===== config.mk =====
export PLATFORM = sky130hd
export DESIGN_NAME = dvc_bus_master
export DESIGN_NICKNAME = d
export VERILOG_FILES = /design/src/rtl/dvc_bus_master.sv
export SDC_FILE = /design/constraint.sdc
export NUM_CORES = 1
export LEC_CHECK = 0
export CAP_MARGIN = 10
export CORE_MARGIN = 8
export CORE_UTILIZATION = 51
export CTS_CLUSTER_SIZE = 30
export DETAILED_ROUTE_END_ITERATION = 10
export GPL_TIMING_DRIVEN = 0
export PLACE_DENSITY = 0.84
export SLEW_MARGIN = 20
export SYNTH_ARGS = -nofsm -noshare
export SYNTH_HDL_FRONTEND = slang
export SYNTH_SLANG_ARGS = --single-unit

===== constraint.sdc =====
create_clock -name clk -period 4 [get_ports clk]
set_clock_uncertainty 0.2 [all_clocks]
set_input_delay 0.6 -clock clk [delete_from_list [all_inputs] [get_ports clk]]
set_output_delay 0.6 -clock clk [all_outputs]
set_load 0.03 [all_outputs]

===== src/rtl/dvc_bus_master.sv =====
// Device-bus initiator: turns single valid/ready commands into one-cycle load/store
// strobes, captures registered read data, and runs a masked hardware poll loop.
module dvc_bus_master #(
  parameter logic [15:0] POLL_MAX = 16'd1000,
  parameter logic [3:0]  POLL_GAP = 4'd2,
  parameter logic [3:0]  IDLE_CTL = 4'd0
) (
  input  logic        clk,
  input  logic        rst,
  input  logic        cmd_valid,
  output logic        cmd_ready,
  input  logic [2:0]  cmd_op,
  input  logic [31:0] cmd_addr,
  input  logic [31:0] cmd_wdata,
  input  logic [31:0] cmd_mask,
  input  logic [31:0] cmd_match,
  output logic        rsp_valid,
  output logic [31:0] rsp_rdata,
  output logic        rsp_timeout,
  output logic        rsp_err,
  output logic [31:0] bus_addr,
  output logic [3:0]  bus_mem_ctl,
  output logic [31:0] bus_din,
  input  logic [31:0] bus_dout
);

  localparam logic [3:0] DMEM_SB  = 4'd1;
  localparam logic [3:0] DMEM_SW  = 4'd2;
  localparam logic [3:0] DMEM_LW  = 4'd3;
  localparam logic [3:0] DMEM_LBU = 4'd4;
  localparam logic [3:0] DMEM_LBS = 4'd5;

  localparam logic [2:0] OP_LW   = 3'd0;
  localparam logic [2:0] OP_SW   = 3'd1;
  localparam logic [2:0] OP_LBU  = 3'd2;
  localparam logic [2:0] OP_SB   = 3'd3;
  localparam logic [2:0] OP_POLL = 3'd4;

  typedef enum logic [2:0] {S_IDLE, S_ISSUE, S_CAPT, S_RESP, S_GAP} state_t;

  state_t      r_state, w_next;
  logic [2:0]  r_op;
  logic [31:0] r_addr, r_wdata, r_mask, r_match;
  logic [15:0] r_pollCnt, w_cntNext, w_cntInc;
  logic [3:0]  r_gapCnt, w_gapNext;

  logic        w_accept;
  logic [2:0]  w_issueOp;
  logic [31:0] w_issueAddr, w_issueWdata, w_sample;
  logic [31:0] w_rspData;
  logic        w_rspTo, w_rspErr;
  logic [31:0] w_busAddr, w_busDin;
  logic [3:0]  w_busCtl;

  assign w_cntInc = (r_pollCnt == 16'hFFFF) ? r_pollCnt : r_pollCnt + 16'd1;
  assign w_sample = (r_op == OP_LBU) ? {24'b0, bus_dout[7:0]} : bus_dout;

  // Next state, plus the values every registered output takes on entering that state
  always_comb begin
    w_next       = r_state;
    w_accept     = 1'b0;
    w_issueOp    = r_op;
    w_issueAddr  = r_addr;
    w_issueWdata = r_wdata;
    w_cntNext    = r_pollCnt;
    w_gapNext    = r_gapCnt;
    w_rspData    = 32'b0;
    w_rspTo      = 1'b0;
    w_rspErr     = 1'b0;
    case (r_state)
      S_IDLE: begin
        if (cmd_valid) begin
          w_accept     = 1'b1;
          w_cntNext    = 16'd0;
          w_issueOp    = cmd_op;
          w_issueAddr  = cmd_addr;
          w_issueWdata = cmd_wdata;
          if (cmd_op <= OP_POLL) begin
            w_next = S_ISSUE;
          end else begin
            w_next   = S_RESP;
            w_rspErr = 1'b1;
          end
        end
      end
      S_ISSUE: w_next = (r_op == OP_SW || r_op == OP_SB) ? S_RESP : S_CAPT;
      S_CAPT: begin
        if (r_op != OP_POLL) begin
          w_next    = S_RESP;
          w_rspData = w_sample;
        end else begin
          w_cntNext = w_cntInc;
          if ((bus_dout & r_mask) == (r_match & r_mask)) begin
            w_next    = S_RESP;
            w_rspData = w_sample;
          end else if (w_cntInc == POLL_MAX) begin
            w_next    = S_RESP;
            w_rspData = w_sample;
            w_rspTo   = 1'b1;
          end else if (POLL_GAP == 4'd0) begin
            w_next = S_ISSUE;
          end else begin
            w_next    = S_GAP;
            w_gapNext = POLL_GAP - 4'd1;
          end
        end
      end
      S_GAP: begin
        if (r_gapCnt == 4'd0) w_next = S_ISSUE;
        else w_gapNext = r_gapCnt - 4'd1;
      end
      S_RESP:  w_next = S_IDLE;
      default: w_next = S_IDLE;
    endcase
  end

  // Bus drive for the coming cycle; only an ISSUE cycle carries a strobe
  always_comb begin
    w_busAddr = bus_addr;
    w_busCtl  = IDLE_CTL;
    w_busDin  = 32'b0;
    if (w_next == S_ISSUE) begin
      w_busAddr = w_issueAddr;
      case (w_issueOp)
        OP_SW:   begin w_busCtl = DMEM_SW;  w_busDin = w_issueWdata; end
        OP_SB:   begin w_busCtl = DMEM_SB;  w_busDin = {24'b0, w_issueWdata[7:0]}; end
        OP_LBU:  w_busCtl = DMEM_LBU;
        default: w_busCtl = DMEM_LW;
      endcase
    end
  end

  always_ff @(posedge clk) begin
    if (!rst) begin
      r_state     <= S_IDLE;
      r_op        <= OP_LW;
      r_addr      <= 32'b0;
      r_wdata     <= 32'b0;
      r_mask      <= 32'b0;
      r_match     <= 32'b0;
      r_pollCnt   <= 16'd0;
      r_gapCnt    <= 4'd0;
      cmd_ready   <= 1'b1;
      rsp_valid   <= 1'b0;
      rsp_rdata   <= 32'b0;
      rsp_timeout <= 1'b0;
      rsp_err     <= 1'b0;
      bus_addr    <= 32'b0;
      bus_mem_ctl <= IDLE_CTL;
      bus_din     <= 32'b0;
    end else begin
      r_state   <= w_next;
      r_pollCnt <= w_cntNext;
      r_gapCnt  <= w_gapNext;
      if (w_accept) begin
        r_op    <= cmd_op;
        r_addr  <= cmd_addr;
        r_wdata <= cmd_wdata;
        r_mask  <= cmd_mask;
        r_match <= cmd_match;
      end
      cmd_ready   <= (w_next == S_IDLE);
      rsp_valid   <= (w_next == S_RESP);
      rsp_rdata   <= w_rspData;
      rsp_timeout <= w_rspTo;
      rsp_err     <= w_rspErr;
      bus_addr    <= w_busAddr;
      bus_mem_ctl <= w_busCtl;
      bus_din     <= w_busDin;
    end
  end

  // DMEM_LBS is part of the bus code set but this initiator never issues it
  logic w_unusedLbs;
  assign w_unusedLbs = ^DMEM_LBS;

endmodule


# Yosys cells after proc, flatten, opt, wreduce, memory -nomap -nowiden

Cells that the tools add are included.
W data, S select, Z words.

Eq/ne operators: 20
Reduce and logical (&&, ||, !) cells: 12
$add $sub $neg: 2
Muxes and demuxes: 33
Order comparisons: 1
Bitwise operators: 4

Operators by type and width:

| cell                    | number |
|---|---|
| $mux W32                | 8 |
| $and A32 B32 Y32        | 2 |
| $pmux W32 S2            | 1 |
| $mux W16                | 3 |
| $eq A32 B32 Y1          | 1 |
| $pmux W16 S2            | 1 |
| $mux W3                 | 7 |
| $eq A3 B2 Y1 const B    | 6 |
| $add A16 B1 Y16 const B | 1 |
| $eq A16 B10 Y1 const B  | 1 |
| $eq A16 B16 Y1 const B  | 1 |
| $mux W4                 | 4 |
| $eq A3 B1 Y1 const B    | 4 |
| $pmux W3 S4             | 1 |
| $ne A2 B2 Y1 const B    | 5 |
| $pmux W3 S3             | 1 |
| $pmux W4 S2             | 1 |
| $logic_not A3 Y1        | 2 |
| $reduce_and A3 Y1       | 2 |
| $mux W1                 | 5 |
| $reduce_and A5 Y1       | 1 |
| $logic_not A4 Y1        | 1 |
| $reduce_and A2 Y1       | 2 |
| $reduce_bool A2 Y1      | 2 |
| 8 further kinds         | 9 |

Input port bits: 166
Flip-flop bits (word level): 258
Logic and storage cells: 88
Output and inout port bits: 104

# Logic depth before layout (Yosys ltp)

Word-level depth: 9
Gate-level depth with buffers: 10

# Worst setup path before layout

Ideal clock, no wire load.

Path type: register to register
Start point: reg r_pollCnt[1]
End point: reg rsp_rdata[10]
Arrival time: 2.406 ns
Slack: 1.334 ns
Data required time: 3.740 ns
Period minus slack after synthesis: 2.666 ns
Cell stages (with the launch flop): 11
Cell sequence: dfxtp_1 -> ha_1 -> clkbuf_2 -> nand3_1 -> nor4_4 -> mux2i_1 -> and4_1 -> o2111ai_4 -> a21oi_4 -> buf_6 -> and3_1

Cells in the longest elaborated chain, start to end: 6
Elaborated cells on any way between the ends: 7
Classes of those cells: add/sub: 1; eq/ne: 2; mux: 4

RTL lines:

| element                                           | RTL line | source |
|---|---|---|
| start: declaration                                | 44       | `logic [15:0] r_pollCnt, w_cntNext, w_cntInc;` |
| start signal: assignment                          | 153      | `r_pollCnt <= w_cntNext;` |
| $add A16 B1 Y16 or $eq A16 B16 Y1 (tied branches) | 55       | `assign w_cntInc = (r_pollCnt == 16'hFFFF) ? r_pollCnt : r_pollCnt + 16'd1;` |
| $mux W16 (*)                                      | 55       |  |
| $eq A16 B10 Y1 (*)                                | 96       | `end else if (w_cntInc == POLL_MAX) begin` |
| $mux W32 (*)                                      | 96       |  |
| $mux W32 (*)                                      | 93       | `if ((bus_dout & r_mask) == (r_match & r_mask)) begin` |
| $mux W32 (*)                                      | 88       | `if (r_op != OP_POLL) begin` |
| end signal: assignment                            | 164      | `rsp_rdata <= w_rspData;` |
| end: declaration                                  | 18       | `output logic [31:0] rsp_rdata,` |

Mark *: on every way between the ends. The rest lies on a longest branch, timed or not.
A chain may end at the register's enable or synchronous reset.

# Worst setup path in the final report

Start point: reg r_pollCnt[1]
End point: reg rsp_rdata[27]

Same word-level chain as after synthesis.

==> flow_metrics.py <==
metrics = {
    "outcome": {
        "outcome": "completed",
    },
    "timing": {
        "drv_slew": 0,
        "setup_tns_ns": 0,
        "tightest_slew_ns": 0.892,
        "whs_ns": 0.256,
        "max_slew_margin": 0.399,
        "rsz0062_at_grt": "no",
        "hold_viol": 0,
        "fmax_ghz": 0.299,
        "fin_crit_sh": 0.836,
        "fin_crit_ns": 3.35,
        "setup_viol_count_final": 0,
    },
    "synthesis": {
        "netlist.area_leader.share": 0.534,
        "async_reset_ff_frac": 0,
        "syn_inst": 1101,
        "ys_warn_count": 0,
        "synth_edf_count": 0,
        "postSynthAreaPerCell_um2": 8.76,
        "syn_nets": 1269,
        "synthTopCellsByArea": "dfxtp_1 53%, nand2_1 11%, a21oi_1 7.3%, and3_1 4.6%, xor2_1 3.2%",
        "synth_top_flop_cell": "dfxtp_1",
        "synth-seq-cells": 257,
        "synth.largest_area_cell": "dfxtp_1",
        "ys_seq_area_frac": 0.534,
        "synth.distinct_cells": 57,
        "synth.cell_area_um2": 9640,
    },
    "critical_path": {
        "cp_num_buf_inv": 2,
        "cp-start-kind": "flop",
        "path_class": "flop to flop",
        "arrival_ns": 3.62,
        "worstSetupEndpointType": "flop",
        "cp_data_required_time_ns": 4.27,
        "critPathTopFamily": "simple AND/OR/NAND/NOR gates",
        "slowest_stage": "nor4_4",
        "cp_slowest_stage_delay_ns": 0.50,
        "crit_path_cell_trace": "ha_1 > clkbuf_2 > nand3_1 > nor4_4 > mux2i_1 > and4_1 > o2111ai_4 > a21oi_4 > buf_6 > and3_1",
        "critPathMaxFanout": 10,
    },
    "placement": {
        "numPortBuffers": 267,
        "postPlaceCellArea_um2": 12600,
        "dp.final_hpwl_mm": 22.7,
        "gp_congestion": 0.874,
    },
    "clocking": {
        "clk_pin_slew_ns": 0.06,
        "numClockSinks": 257,
        "cts_resized": 0,
        "post_cts_buffers": 0,
        "cts_tree": "yes",
        "cts_root_buf": "clkbuf_16",
        "worstSkewPairLatency_ns": 0.55,
        "postCtsHoldBufs": 0,
        "cts_max_path_buffers": 3,
        "htreeDepth": 1,
        "cts_inserted_buffers": 27,
    },
    "grt": {
        "grt_usage": 0.254,
        "grt_start_max_net_pins": 15,
        "antenna_found_initial": 6,
        "grt_pass1_wl_mm": 48.7,
        "overflow": 0,
        "grt_pass1_vias": 9090,
    },
    "power": {
        "ir_drop_uv": 420,
        "p_leak_nw": 5.63,
        "fin_total_pwr_w": 0.00691,
        "power_density_nw_per_um2": 509,
    },
    "min_path": {
        "hold_path.class": "flop to flop",
    },
    "floorplanning": {
        "initial_core_util": 0.517,
        "ios": 270,
        "core_region_area_um2": 18600,
        "rows": 50,
        "dieArea_um2": 23600,
        "die_x_um": 154,
        "die_y_um": 154,
    },
    "detailed_routing": {
        "viasPerCell": 5.46,
        "dr.pass1.iters": 5,
        "drc_errors": 0,
        "wl_mm": 31.3,
        "drt_iter0_markers": 720,
        "ant_nets": 0,
        "routedWlPerCell_um": 18.9,
        "vias": 9056,
    },
    "finish": {
        "fin_area_um2": 13600,
        "syn_to_final_growth_pct": 40.6,
        "drive_gt1_frac": 0.0473,
        "nets": 1565,
    },
    "flow_run": {
        "maxCapViolations": 0,
    },
}
-- registers in the layout, indices dropped and copies added (netlist names) --
name and flops:
rsp_err 1, bus_addr 32, r_gapCnt 4, bus_mem_ctl 3
r_op 3, rsp_valid 1, r_match 32, r_pollCnt 16
rsp_timeout 1, r_state 3, r_wdata 32, r_addr 32
bus_din 32, r_mask 32, cmd_ready 1, rsp_rdata 32
-- layer usage --
metal / vias to the layer above / track usage / wire [µm] / share of wire
met1: 4279 / 0.297 / 12400 / 0.40
met2: 372 / 0.440 / 15200 / 0.49
met4: 0 / 0.0971 / 1000 / 0.032
met3: 60 / 0.0659 / 2670 / 0.085
met5: - / 0 / 0 / 0
li1: 4345 / - / - / -
-- worst min-delay path, delay by kind of cell, from the launching register on --
kind / cells / cell delay [ns]
flip-flops: 1 / 0.30
AND/OR/NAND/NOR: 1 / 0.05
AO/OA/AOI/OAI: 1 / 0.06
-- placed cells by master, fill, tap and decap left out, drive strengths merged, types with 3 or more instances in the layout --
| cell | instances |
|---|---|
| a21o | 33 |
| a21oi | 141 |
| a22oi | 18 |
| a311oi | 4 |
| a31oi | 6 |
| and2 | 9 |
| and3 | 71 |
| and4 | 25 |
| buf | 13 |
| bufinv | 3 |
| clkbuf | 102 |
| clkdlybuf4s50 | 267 |
| clkinv | 7 |
| dfxtp | 257 |
| diode | 7 |
| inv | 6 |
| mux2i | 6 |
| nand2 | 278 |
| nand2b | 8 |
| nand3 | 10 |
| nand4 | 10 |
| nor2 | 35 |
| nor2b | 3 |
| nor3 | 12 |
| nor3b | 4 |
| nor4 | 5 |
| o21a | 3 |
| o21ai | 13 |
| or2 | 4 |
| xnor2 | 4 |
| xor2 | 35 |
-- stage by stage --
stage / setup slack, ns / utilization / instances
final: 0.654 / 0.727 / 1658
after global routing: 0.552 / 0.727 / 1657
after CTS: 0.736 / 0.727 / 1651
after detailed placement: 0.486 / 0.676 / 1602
after global placement: 0.563 / 0.676 / 1602
after floorplan: 1.33 / - / 1101
-- cell usage after synthesis (9+ instances only) --
cell / instances
dfxtp_1: 257
clkbuf_1: 63
nand2_1: 278
and2_1: 9
and4_1: 25
nor2_1: 35
a21oi_1: 140
xor2_1: 35
a22oi_1: 18
and3_1: 71
a21o_1: 33
nand3_1: 10
o21ai_0: 13
nor3_1: 12
-- cell type report --
cell class | instances | area [µm²]
clock inverter | 12 | 153
multi-input combinational | 761 | 4160
tap | 234 | 293
antenna | 7 | 17.5
clock buffer | 37 | 783
timing repair buffer | 267 | 2670
buffer | 78 | 323
inverter | 5 | 18.8
sequential | 257 | 5140
fill | 1368 | 5080
-- cells by family (layout without fill, tap and decap cells) --
family | Yosys count | in the layout | synth area share
and+or+nand+nor | 477 | 477 | 0.238
DFF | 257 | 257 | 0.534
AOI/OAI and AO/OA | 234 | 234 | 0.146
buffers and inverters | 83 | 399 | 0.0354
xor gates and xnor gates | 39 | 39 | 0.0354
muxes | 8 | 8 | 0.00895
adders and majority gates | 2 | 2 | 0.00259
other | 1 | 8 | 0.000389
-- report_power, final --
group | internal (W) | switching [W]
Sequential | 0.00280 | 0.000107
Combinational | 0.000532 | 0.000881
Clock | 0.00157 | 0.00102
Total | 0.00490 | 0.00201
-- path summary, 6_finish.rpt --
path | startpoint | end | slack (ns) | cells after the start
setup reg to reg | r_pollCnt[1] | rsp_rdata[27] | 0.65 | 10
setup / recovery | r_pollCnt[1] | rsp_rdata[27] | 0.65 | 10
hold reg to reg | r_wdata[16] | r_wdata[16] | 0.26 | 2
hold / removal | r_wdata[16] | r_wdata[16] | 0.26 | 2
No activity file was read; power rests on OpenSTA's default activity.
